$ cat config.mk
export PLATFORM = sky130hd
export DESIGN_NAME = stream_mux_rr
export DESIGN_NICKNAME = d
export VERILOG_FILES = /design/src/rtl/stream_mux_rr.sv
export SDC_FILE = /design/constraint.sdc
export NUM_CORES = 1
export LEC_CHECK = 0
export ABC_AREA = 0
export CORE_MARGIN = 2
export CORE_UTILIZATION = 35
export DETAILED_ROUTE_END_ITERATION = 8
export PLACE_DENSITY = 0.89
export SYNTH_ARGS = -nofsm -noshare
export SYNTH_HDL_FRONTEND = slang
export SYNTH_SLANG_ARGS = --single-unit
$ cat constraint.sdc
create_clock -name clk -period 2.45 [get_ports clk]
set_input_delay 0.3675 -clock clk [delete_from_list [all_inputs] [get_ports clk]]
set_output_delay 0.3675 -clock clk [all_outputs]
set_load 0.02 [all_outputs]
$ cat src/rtl/stream_mux_rr.sv
// stream_mux_rr: N-channel registered stream multiplexer with packet locking.
// A granted channel keeps the output until it delivers its last beat; between
// packets the next channel is chosen by the arbiter. A single output register
// gives one cycle of latency at full throughput.
// Configuration macro: STREAM_MUX_RR_EN
//   defined   -> round-robin arbitration starting at rr_ptr
//   undefined -> fixed priority, lowest-index valid channel wins
module stream_mux_rr #(
    parameter int WIDTH    = 32,
    parameter int CHANNELS = 4
) (
    input  logic                      clk,
    input  logic                      rst_n,
    input  logic [CHANNELS*WIDTH-1:0] in_data,
    input  logic [CHANNELS-1:0]       in_valid,
    input  logic [CHANNELS-1:0]       in_last,
    output logic [CHANNELS-1:0]       in_ready,
    output logic [WIDTH-1:0]          out_data,
    output logic                      out_valid,
    output logic                      out_last,
    output logic [$clog2(CHANNELS)-1:0] out_sel,
    input  logic                      out_ready
);

    localparam int SEL_W = $clog2(CHANNELS);

    typedef enum logic [0:0] {
        ST_IDLE   = 1'b0,
        ST_LOCKED = 1'b1
    } state_t;

    state_t             state_q, state_d;
    logic [SEL_W-1:0]   lock_idx_q, lock_idx_d;
`ifdef STREAM_MUX_RR_EN
    logic [SEL_W-1:0]   rr_ptr_q, rr_ptr_d;
`endif

    logic [SEL_W-1:0]   grant_s;
    logic               grant_valid_s;
    logic               load_s;
    logic               xfer_s;
    logic               sel_last_s;
    logic [WIDTH-1:0]   sel_data_s;

    // Output register may take a new beat when empty or being drained this cycle.
    assign load_s = !out_valid || out_ready;

    // Grant selection: locked channel holds the grant, otherwise arbitrate.
    always_comb begin
        int sum;
        grant_s       = '0;
        grant_valid_s = 1'b0;
        sum           = 0;
        if (state_q == ST_LOCKED) begin
            grant_s       = lock_idx_q;
            grant_valid_s = in_valid[lock_idx_q];
        end else begin
            // Scan from the farthest candidate down so the nearest valid one wins.
            for (int off = CHANNELS - 1; off >= 0; off--) begin
`ifdef STREAM_MUX_RR_EN
                sum = int'(rr_ptr_q) + off;
                if (sum >= CHANNELS) begin
                    sum = sum - CHANNELS;
                end else begin
                    sum = sum;
                end
`else
                sum = off;
`endif
                if (in_valid[SEL_W'(sum)]) begin
                    grant_s       = SEL_W'(sum);
                    grant_valid_s = 1'b1;
                end else begin
                    grant_s       = grant_s;
                    grant_valid_s = grant_valid_s;
                end
            end
        end
    end

    assign xfer_s     = rst_n && load_s && grant_valid_s;
    assign sel_last_s = in_last[grant_s];
    assign sel_data_s = in_data[int'(grant_s)*WIDTH +: WIDTH];

    // One-hot accept toward the granted channel, forced low during reset.
    always_comb begin
        in_ready = '0;
        if (xfer_s) begin
            in_ready[grant_s] = 1'b1;
        end else begin
            in_ready = '0;
        end
    end

    // Next-state logic for the packet lock and the arbitration pointer.
    always_comb begin
        state_d    = state_q;
        lock_idx_d = lock_idx_q;
`ifdef STREAM_MUX_RR_EN
        rr_ptr_d   = rr_ptr_q;
`endif
        case (state_q)
            ST_IDLE: begin
                if (xfer_s && !sel_last_s) begin
                    state_d    = ST_LOCKED;
                    lock_idx_d = grant_s;
                end else begin
                    state_d    = ST_IDLE;
                end
            end
            ST_LOCKED: begin
                if (xfer_s && sel_last_s) begin
                    state_d = ST_IDLE;
                end else begin
                    state_d = ST_LOCKED;
                end
            end
            default: begin
                state_d    = ST_IDLE;
                lock_idx_d = '0;
            end
        endcase
`ifdef STREAM_MUX_RR_EN
        // Pointer moves past the channel that just finished a packet.
        if (xfer_s && sel_last_s) begin
            rr_ptr_d = (grant_s == SEL_W'(CHANNELS - 1)) ? '0 : grant_s + SEL_W'(1);
        end else begin
            rr_ptr_d = rr_ptr_q;
        end
`endif
    end

    // Control state registers with synchronous active-low reset.
    always_ff @(posedge clk) begin
        if (!rst_n) begin
            state_q    <= ST_IDLE;
            lock_idx_q <= '0;
`ifdef STREAM_MUX_RR_EN
            rr_ptr_q   <= '0;
`endif
        end else begin
            state_q    <= state_d;
            lock_idx_q <= lock_idx_d;
`ifdef STREAM_MUX_RR_EN
            rr_ptr_q   <= rr_ptr_d;
`endif
        end
    end

    // Output register: load on transfer, drop valid on drain, hold on stall.
    always_ff @(posedge clk) begin
        if (!rst_n) begin
            out_valid <= 1'b0;
            out_data  <= '0;
            out_last  <= 1'b0;
            out_sel   <= '0;
        end else if (load_s) begin
            if (xfer_s) begin
                out_valid <= 1'b1;
                out_data  <= sel_data_s;
                out_last  <= sel_last_s;
                out_sel   <= grant_s;
            end else begin
                out_valid <= 1'b0;
            end
        end
    end

endmodule

### Word-level counts from Yosys, hierarchy flattened

Index checks and enable logic that the tools add are counted.

| cells by class | value |
|---|---|
| shift operators | 1 |
| order comparisons | 3 |
| muxes and demuxes | 17 |
| bitwise logic cells | 1 |
| reduce and logical (&&, ||, !) cells | 10 |

Operators by type and width:

| operator | number |
|---|---|
| $shiftx 128x8->32 | 1 |
| $mux 1 | 9 |
| $lt 2x3->1 const B | 2 |
| $mux 2 | 3 |
| $logic_and 1x1->1 | 5 |
| $bmux 1 s2 | 2 |
| $mux 4 | 1 |
| $reduce_and 2->1 | 2 |
| $demux 1 s2 | 1 |
| $ge 2x1->1 const B | 1 |
| $logic_not 1->1 | 2 |
| $pmux 1 s2 | 1 |
| $logic_or 1x1->1 | 1 |
| $not 1->1 | 1 |

| word-level totals | value |
|---|---|
| output and inout bits | 40 |
| bits of input ports | 139 |
| word-level logic and storage cells | 38 |
| register bits after elaboration | 39 |

### Depth between registers and ports, before layout

Gate-level depths: netlist of the first run.

| logic depth | value |
|---|---|
| depth after elaboration | 9 |
| gate-level depth with buffers | 6 |
| depth with buffers taken out | 4 |

### Worst setup path before layout of the first run

Ideal clock, no wire load.

| path | value |
|---|---|
| path type | register to output |
| start point | register lock_idx_q[0] |
| end point | output port in_ready[3] |
| data required time | 2.082 ns |
| data arrival time | 1.664 ns |
| path slack | 0.418 ns |
| path buffers | 1 |
| stages on the path, launching flop included | 6 |
| cell sequence | dfxtp_1 > mux4_2 > or2_1 > and3_1 > buf_6 > and3_1 |

| on the way | value |
|---|---|
| longest elaborated chain between the ends | 6 |
| elaborated cells on any way between the ends | 11 |
| those cells by class | order compare: 2; mux: 7; reduce/logical: 2 |

RTL lines:

| item | line | RTL |
|---|---|---|
| from (decl) | 33 | `logic [SEL_W-1:0] lock_idx_q, lock_idx_d;` |
| from (signal assigned) | 143 | `lock_idx_q <= lock_idx_d;` |
| $mux 2 | 54 | `if (state_q == ST_LOCKED) begin` |
| $lt 2x3->1 (implied by the code) / $ge 2x1->1 (equally long branches) | 89 | `in_ready[grant_s] = 1'b1;` |
| $logic_and 1x1->1 (implied by the code) | 89 |  |
| $mux 1 (implied by the code) | 89 |  |
| $demux 1 s2 | 89 |  |
| $mux 4 * | 88 | `if (xfer_s) begin` |
| to (decl) | 17 | `output logic [CHANNELS-1:0] in_ready,` |

Every way passes the cells marked *; elsewhere a longest branch is shown, timed or not. The select of a mux whose other input is x is not followed.

### Worst setup path in the final report of the first run

| path | value |
|---|---|
| start point | input port in_valid[1] |
| end point | output port in_ready[3] |

| on the way | value |
|---|---|
| longest elaborated chain between the ends | 5 |

RTL lines:

| item | line | RTL |
|---|---|---|
| from (decl) | 15 | `input logic [CHANNELS-1:0] in_valid,` |
| $bmux 1 s2 | 56 | `grant_valid_s = in_valid[lock_idx_q];` |
| $mux 1 (implied by the code) | 56 |  |
| $mux 1 | 54 |  |
| $logic_and 1x1->1 | 81 | `assign xfer_s = rst_n && load_s && grant_valid_s;` |
| $mux 4 | 88 |  |

No other way between the ends. The select of a mux whose other input is x is not followed.

==> results of run 1 <==
registers in the layout, indices dropped and copies added, names as in the netlist:
signal	count
out_last	1
out_sel	2
out_valid	1
out_data	32
state_q	1
lock_idx_q	2
tightest hold or removal path, stage by stage:
cell	delay, ps
buf_2	140
nand2_1	70
o21ai_0	60
metal layers:
metal	GRT usage	wire length [um]
met1	0.2195	2773
met2	0.3824	4282
met3	0.06161	702
met4	0.09091	204
met5	0	0
kinds of logic after synthesis:
kind of cell           Yosys count  share of synthesized area
multiplexers                    37                     0.3311
AND/OR/NAND/NOR                 57                     0.1066
buffers and inverters           25                    0.05509
flip-flops                      39                     0.3243
AO/OA/AOI/OAI                   71                     0.1830
Yosys cell counts, drive strengths merged, types with 2 or more instances:
| master | number | area share |
|---|---|---|
| a21oi | 34 | 0.071 |
| nand4 | 2 | 0.0052 |
| nor3 | 3 | 0.0062 |
| o21ai | 3 | 0.0062 |
| dfxtp | 39 | 0.32 |
| nor2b | 3 | 0.0078 |
| mux2i | 2 | 0.0083 |
| nand2b | 3 | 0.0078 |
| nor2 | 2 | 0.0031 |
| and3 | 2 | 0.0052 |
| buf | 12 | 0.035 |
| mux4 | 34 | 0.32 |
| and2 | 3 | 0.0078 |
| a21o | 33 | 0.10 |
| clkbuf | 12 | 0.019 |
| nand2 | 37 | 0.059 |
stage by stage:
step	total power (W)	util	setup TNS [ps]	instances
after floorplan	0.001175	-	0	229
after global placement	0.001591	0.6372	-1011	476
after detailed placement	0.001614	0.6372	-1279	476
after CTS	0.002012	0.6477	0	482
after global routing	0.002095	0.6497	-10.47	482
final	0.001988	0.6497	0	482
layout make-up:
type / count / area (sq um)
repair buffers: 191 / 1898
inverters: 1 / 3.754
well taps: 80 / 100.1
flip-flops and latches: 39 / 780.7
multi-input cells: 165 / 1510
fillers: 520 / 2354
clock buffers: 6 / 72.57
where the power goes:
part	internal, W	leakage (nW)	switching, W	total [W]
combinational	0.000526	1.43	0.000327	0.000853
clock	0.000190	0.0371	0.000203	0.000393
sequential	0.000706	0.323	0.0000362	0.000742
what timing repair did:
item | 4_1_cts | 5_1_grt
resized for setup | 13 | 12
pin swaps | 0 | 1
endpoints found under the setup margin | 4 | 4
path summary, 6_finish.rpt:
path / slack (ps) / end / cells past startpoint / start
worst max-delay path: 50 / in_ready[3] / 6 / in_valid[1]
worst min-delay path: 390 / out_sel[1] / 3 / rst_n
worst max register to register: 500 / out_data[13] / 5 / lock_idx_q[0]
worst min register to register: 460 / out_sel[1] / 2 / out_sel[1]
==> flow_summary_export.csv, run 1 <==
group,metric,value,unit
timing,finalSetupViolCount,0,
detailed_routing,first_pass_iters,4,
placed_design,io_buffers,178,
grt,antenna_found_initial,0,
setup_path,critical_path_buf_inv_count,2,
timing,hold_ws,391.1,ps
synth,postSynthCellCount,229,
pwr,leakagePower,1.793,nW
cells_and_area,layout.nets,542,
cells_and_area,antenna_cells,0,
detailed_routing,wl_per_cell,16.52,um
setup_path,max_stage_delay,480,ps
clock_tree,clock_latency,280,ps
setup_path,crit_family,"simple AND/OR/NAND/NOR gates",
die,rows,30,
synth,seq_area_frac_synth,0.3243,
timing,skew,3.565,ps
synth,syn_avg_cell_area,10.51,sq um
die,start_util,0.3583,
placed_design,dpl-instance-area,4282,sq um
timing,max_freq,415.8,MHz
die,ios,179,
min_path,hold_class,"primary input to flop",
clock_tree,clk_path_buf_depth,2,
die,dieArea,7558,sq um
setup_path,worstPathArrival,2040,ps
grt,grt_max_degree,40,
cells_and_area,final_common_cell,"clkdlybuf4s50_1",
timing,layout_min_cycle_time,2405,ps
grt,overflow,0,
synth,synth-main-ff-cell,"dfxtp_1",
die,fp.dieH,86.94,um
synth,yosysWarnings,0,
run,maxCapViolCount,0,
setup_path,worst_ep_required_time,2080,ps
clock_tree,cts.sinks,39,
setup_path,cp_max_fo,4,
synth,synth_cell_types,24,
outcome,outcome,"complete, no violations",
detailed_routing,drc,0,
synth,synth_fp_nets,368,
timing,rsz0062_at_grt,"yes",
setup_path,critPathMostFrequentCell,"and3_4",
die,coreArea,6719,sq um
synth,ys_seq_elements,39,
placed_design,pre_cts_ws,-410.3,ps
setup_path,start_kind,"primary input",
setup_path,cp-end-kind,"output pin",
pwr,powerDensity,455.4,nW/um^2
timing,worst_pin_slew,412.4,ps
detailed_routing,vias_per_cell,5.293,
setup_path,crit_slowest_cell,"mux4_2",
cells_and_area,drive_above_1_share,0.1592,
grt,grt_pass1_wl,12.22,mm
detailed_routing,drtIter0Drc,93,
timing,relSlewSlack,0.7251,
detailed_routing,vias,2551,
cells_and_area,syn2layout_area_growth,81.34,%
detailed_routing,ant_nets,0,
setup_path,cp_cell_sequence,"clkdlybuf4s50_1 > mux4_2 > or2_4 > and3_4 > and3_4 > buf_6",
clock_tree,cts_tree,"yes",
grt,grt_pass1_vias,2640,
cells_and_area,mostFrequentLayoutCells,"clkdlybuf4s50_1 (171), dfxtp_1 (39), nand2_1 (36)",
grt,groute.usage.overall,0.2087,
timing,post-route-period-util,0.9816,
cells_and_area,final_area,4365,sq um
timing,fin_ws,45.00,ps
synth,synth_area,2407,sq um
clock_tree,clock-root-buffer,"clkbuf_8",
pwr,ir_drop,0.2356,mV
setup_path,critical_path_class,"primary input to output pin",
clock_tree,path_clk_slew,70,ps
clock_tree,cts_setup_buffers,0,
placed_design,dpl.hpwl,6.285,mm
clock_tree,cts_buffers,5,
timing,finalMaxSlewViolations,0,
synth,synthArstFlopShare,0,
clock_tree,cts_htree_levels,2,
die,die_w,86.94,um
placed_design,place_congestion,0.8271,
clock_tree,ctsHoldBuffers,0,
detailed_routing,routed_wirelength,7.962,mm
timing,hold_viol,0,
synth,synth_edf_count,0,
Power figures use the tool's default switching activity.
==> run 2, diff against run 1 <==
--- a/config.mk
+++ b/config.mk
@@ -10,6 +10,7 @@
 export CORE_UTILIZATION = 35
 export DETAILED_ROUTE_END_ITERATION = 8
 export PLACE_DENSITY = 0.89
+export RECOVER_POWER = 100
 export SYNTH_ARGS = -nofsm -noshare
 export SYNTH_HDL_FRONTEND = slang
 export SYNTH_SLANG_ARGS = --single-unit
==> run 2 against run 1 <==
  * Fmax up 0.13%
  * Combinational power down 2.9%
  * Non-clock buffer count unchanged
  * Critical path type unchanged
  * Critical path depth unchanged
  * Clock-buffer cell count unchanged
  * Core utilization unchanged
  * Via count down 0.55%
  * Largest power group unchanged
  * Design area unchanged
  * Worst setup slack better by 3.2 ps
  * Power down 1.5%
  * Cell count unchanged
  * Sequential share of layout area unchanged
==> flow_summary_export.csv, run 2 (synthesis results as in run 1) <==
group,metric,value,unit
detailed_routing,ant_nets,0,
placed_design,dpl.hpwl,6.285,mm
cells_and_area,largest_reg_flops,32,
clock_tree,clock-root-buffer,"clkbuf_8",
cells_and_area,nFillCells,520,
detailed_routing,vias,2537,
timing,hold_viol,0,
detailed_routing,drc,0,
timing,post-route-period-util,0.9803,
timing,max_freq,416.3,MHz
die,coreArea,6719,sq um
die,dieArea,7558,sq um
pwr,totalPowerFinal,0.001959,W
placed_design,place_congestion,0.8271,
setup_path,worstPathArrival,2030,ps
run,maxCapViolCount,0,
die,ios,179,
detailed_routing,wl_per_cell,16.46,um
die,start_util,0.3583,
clock_tree,ctsHoldBuffers,0,
cells_and_area,reg.largest.list,"out_data: 32 flops, lock_idx_q: 2 flops, out_sel: 2 flops",
grt,grt_pass1_wl,12.22,mm
detailed_routing,routed_wirelength,7.934,mm
clock_tree,clock_latency,280,ps
timing,finalMaxSlewViolations,0,
cells_and_area,seq_area,780.7,sq um
setup_path,max_stage_delay,480,ps
cells_and_area,layout.nets,542,
cells_and_area,final_common_cell,"clkdlybuf4s50_1",
timing,worst_pin_slew,409.1,ps
timing,relSlewSlack,0.7272,
die,fp.dieH,86.94,um
cells_and_area,multi_input_area,1510,sq um
grt,grt_max_degree,40,
grt,groute.usage.overall,0.2087,
die,die_w,86.94,um
clock_tree,cts_buffers,5,
clock_tree,path_clk_slew,70,ps
grt,antenna_found_initial,0,
min_path,hold_class,"primary input to flop",
cells_and_area,syn2layout_area_growth,81.34,%
grt,overflow,0,
cells_and_area,mostFrequentLayoutCells,"clkdlybuf4s50_1 (134), dfxtp_1 (39), dlygate4sd3_1 (37)",
clock_tree,cts_tree,"yes",
pwr,powerDensity,448.7,nW/um^2
grt,grt_pass1_vias,2640,
setup_path,worst_ep_required_time,2080,ps
setup_path,cp-end-kind,"output pin",
clock_tree,clk_path_buf_depth,2,
cells_and_area,drive_above_1_share,0.1567,
setup_path,start_kind,"primary input",
cells_and_area,postLayoutCoreUtil,0.6497,
timing,skew,2.408,ps
detailed_routing,first_pass_iters,4,
setup_path,crit_slowest_cell,"mux4_2",
placed_design,io_buffers,178,
clock_tree,cts.sinks,39,
setup_path,cp_max_fo,4,
timing,layout_min_cycle_time,2402,ps
outcome,outcome,"complete, no violations",
pwr,ir_drop,0.2329,mV
timing,rsz0062_at_grt,"yes",
setup_path,critPathMostFrequentCell,"and3_4",
detailed_routing,vias_per_cell,5.263,
pwr,leakagePower,1.876,nW
setup_path,cp_cell_sequence,"clkdlybuf4s50_1 > mux4_2 > or2_4 > and3_4 > and3_4 > buf_6",
cells_and_area,top_register,"out_data",
setup_path,critical_path_class,"primary input to output pin",
detailed_routing,drtIter0Drc,96,
timing,finalSetupViolCount,0,
die,rows,30,
clock_tree,cts_htree_levels,2,
cells_and_area,antenna_cells,0,
==> run 2: changes by cell type in the layout (fill, tap and decap cells not counted) <==
cell,change
clkdlybuf4s50_1,-37
mux2_2,-1
dlygate4sd3_1,+37
mux2_1,+1
==> run 2: timing repair <==
action,4_1_cts,5_1_grt
buffers inserted,0,0
cloned,0,0
endpoints found under the setup margin,4,4
pin swaps,0,1
gates resized for setup,13,12
endpoints found under the hold margin,0,0
==> run 2: area by class of cell <==
type | count | area share
Timing Repair Buffer | 191 | 0.4348
Inverter | 1 | 0.0008598
Sequential cell | 39 | 0.1788
Clock buffer | 6 | 0.01662
Multi-Input combinational cell | 165 | 0.3459
Tap cell | 80 | 0.02293
==> run 2: final timing paths <==
check / start / endpoint / slack [ps] / cells after the start
setup / recovery: in_valid[1] / in_ready[3] / 50 / 6
hold / removal: rst_n / out_sel[1] / 400 / 3
setup reg to reg: lock_idx_q[0] / out_data[13] / 500 / 5
hold reg to reg: out_sel[1] / out_sel[1] / 470 / 2
==> run 2: per-layer routing <==
layer  share of wire  global-route usage  vias up
li1                -                   -     1202
met1            0.35              0.2195     1181
met2            0.53              0.3824      138
met3           0.089             0.06161       16
met4           0.026             0.09091        0
met5               0                   0        -
==> run 2: critical path, delay by kind of cell <==
kind / cells / cell delay, ps
buf+inv: 2 / 530
mux: 1 / 480
simple gates: 3 / 660
==> run 2: power by group <==
group	total (W)	internal, W	switching (W)
clock	0.000392	0.000190	0.000202
sequential	0.000739	0.000705	0.0000333
combinational	0.000828	0.000501	0.000327
total	0.00196	0.00140	0.000562
==> run 2: stage by stage <==
step	TNS, ps	std cells	instance area (sq um)	hold slack (ps)	worst slack [ps]
floorplan	0	229	2407	452.1	418.0
global route	-10.47	482	4365	404.0	-8.538
CTS	0	482	4352	374.0	1.607
detailed placement	-1279	476	4282	449.9	-410.3
finish	0	482	4365	404.9	48.16
global placement	-1011	476	4282	449.2	-353.5
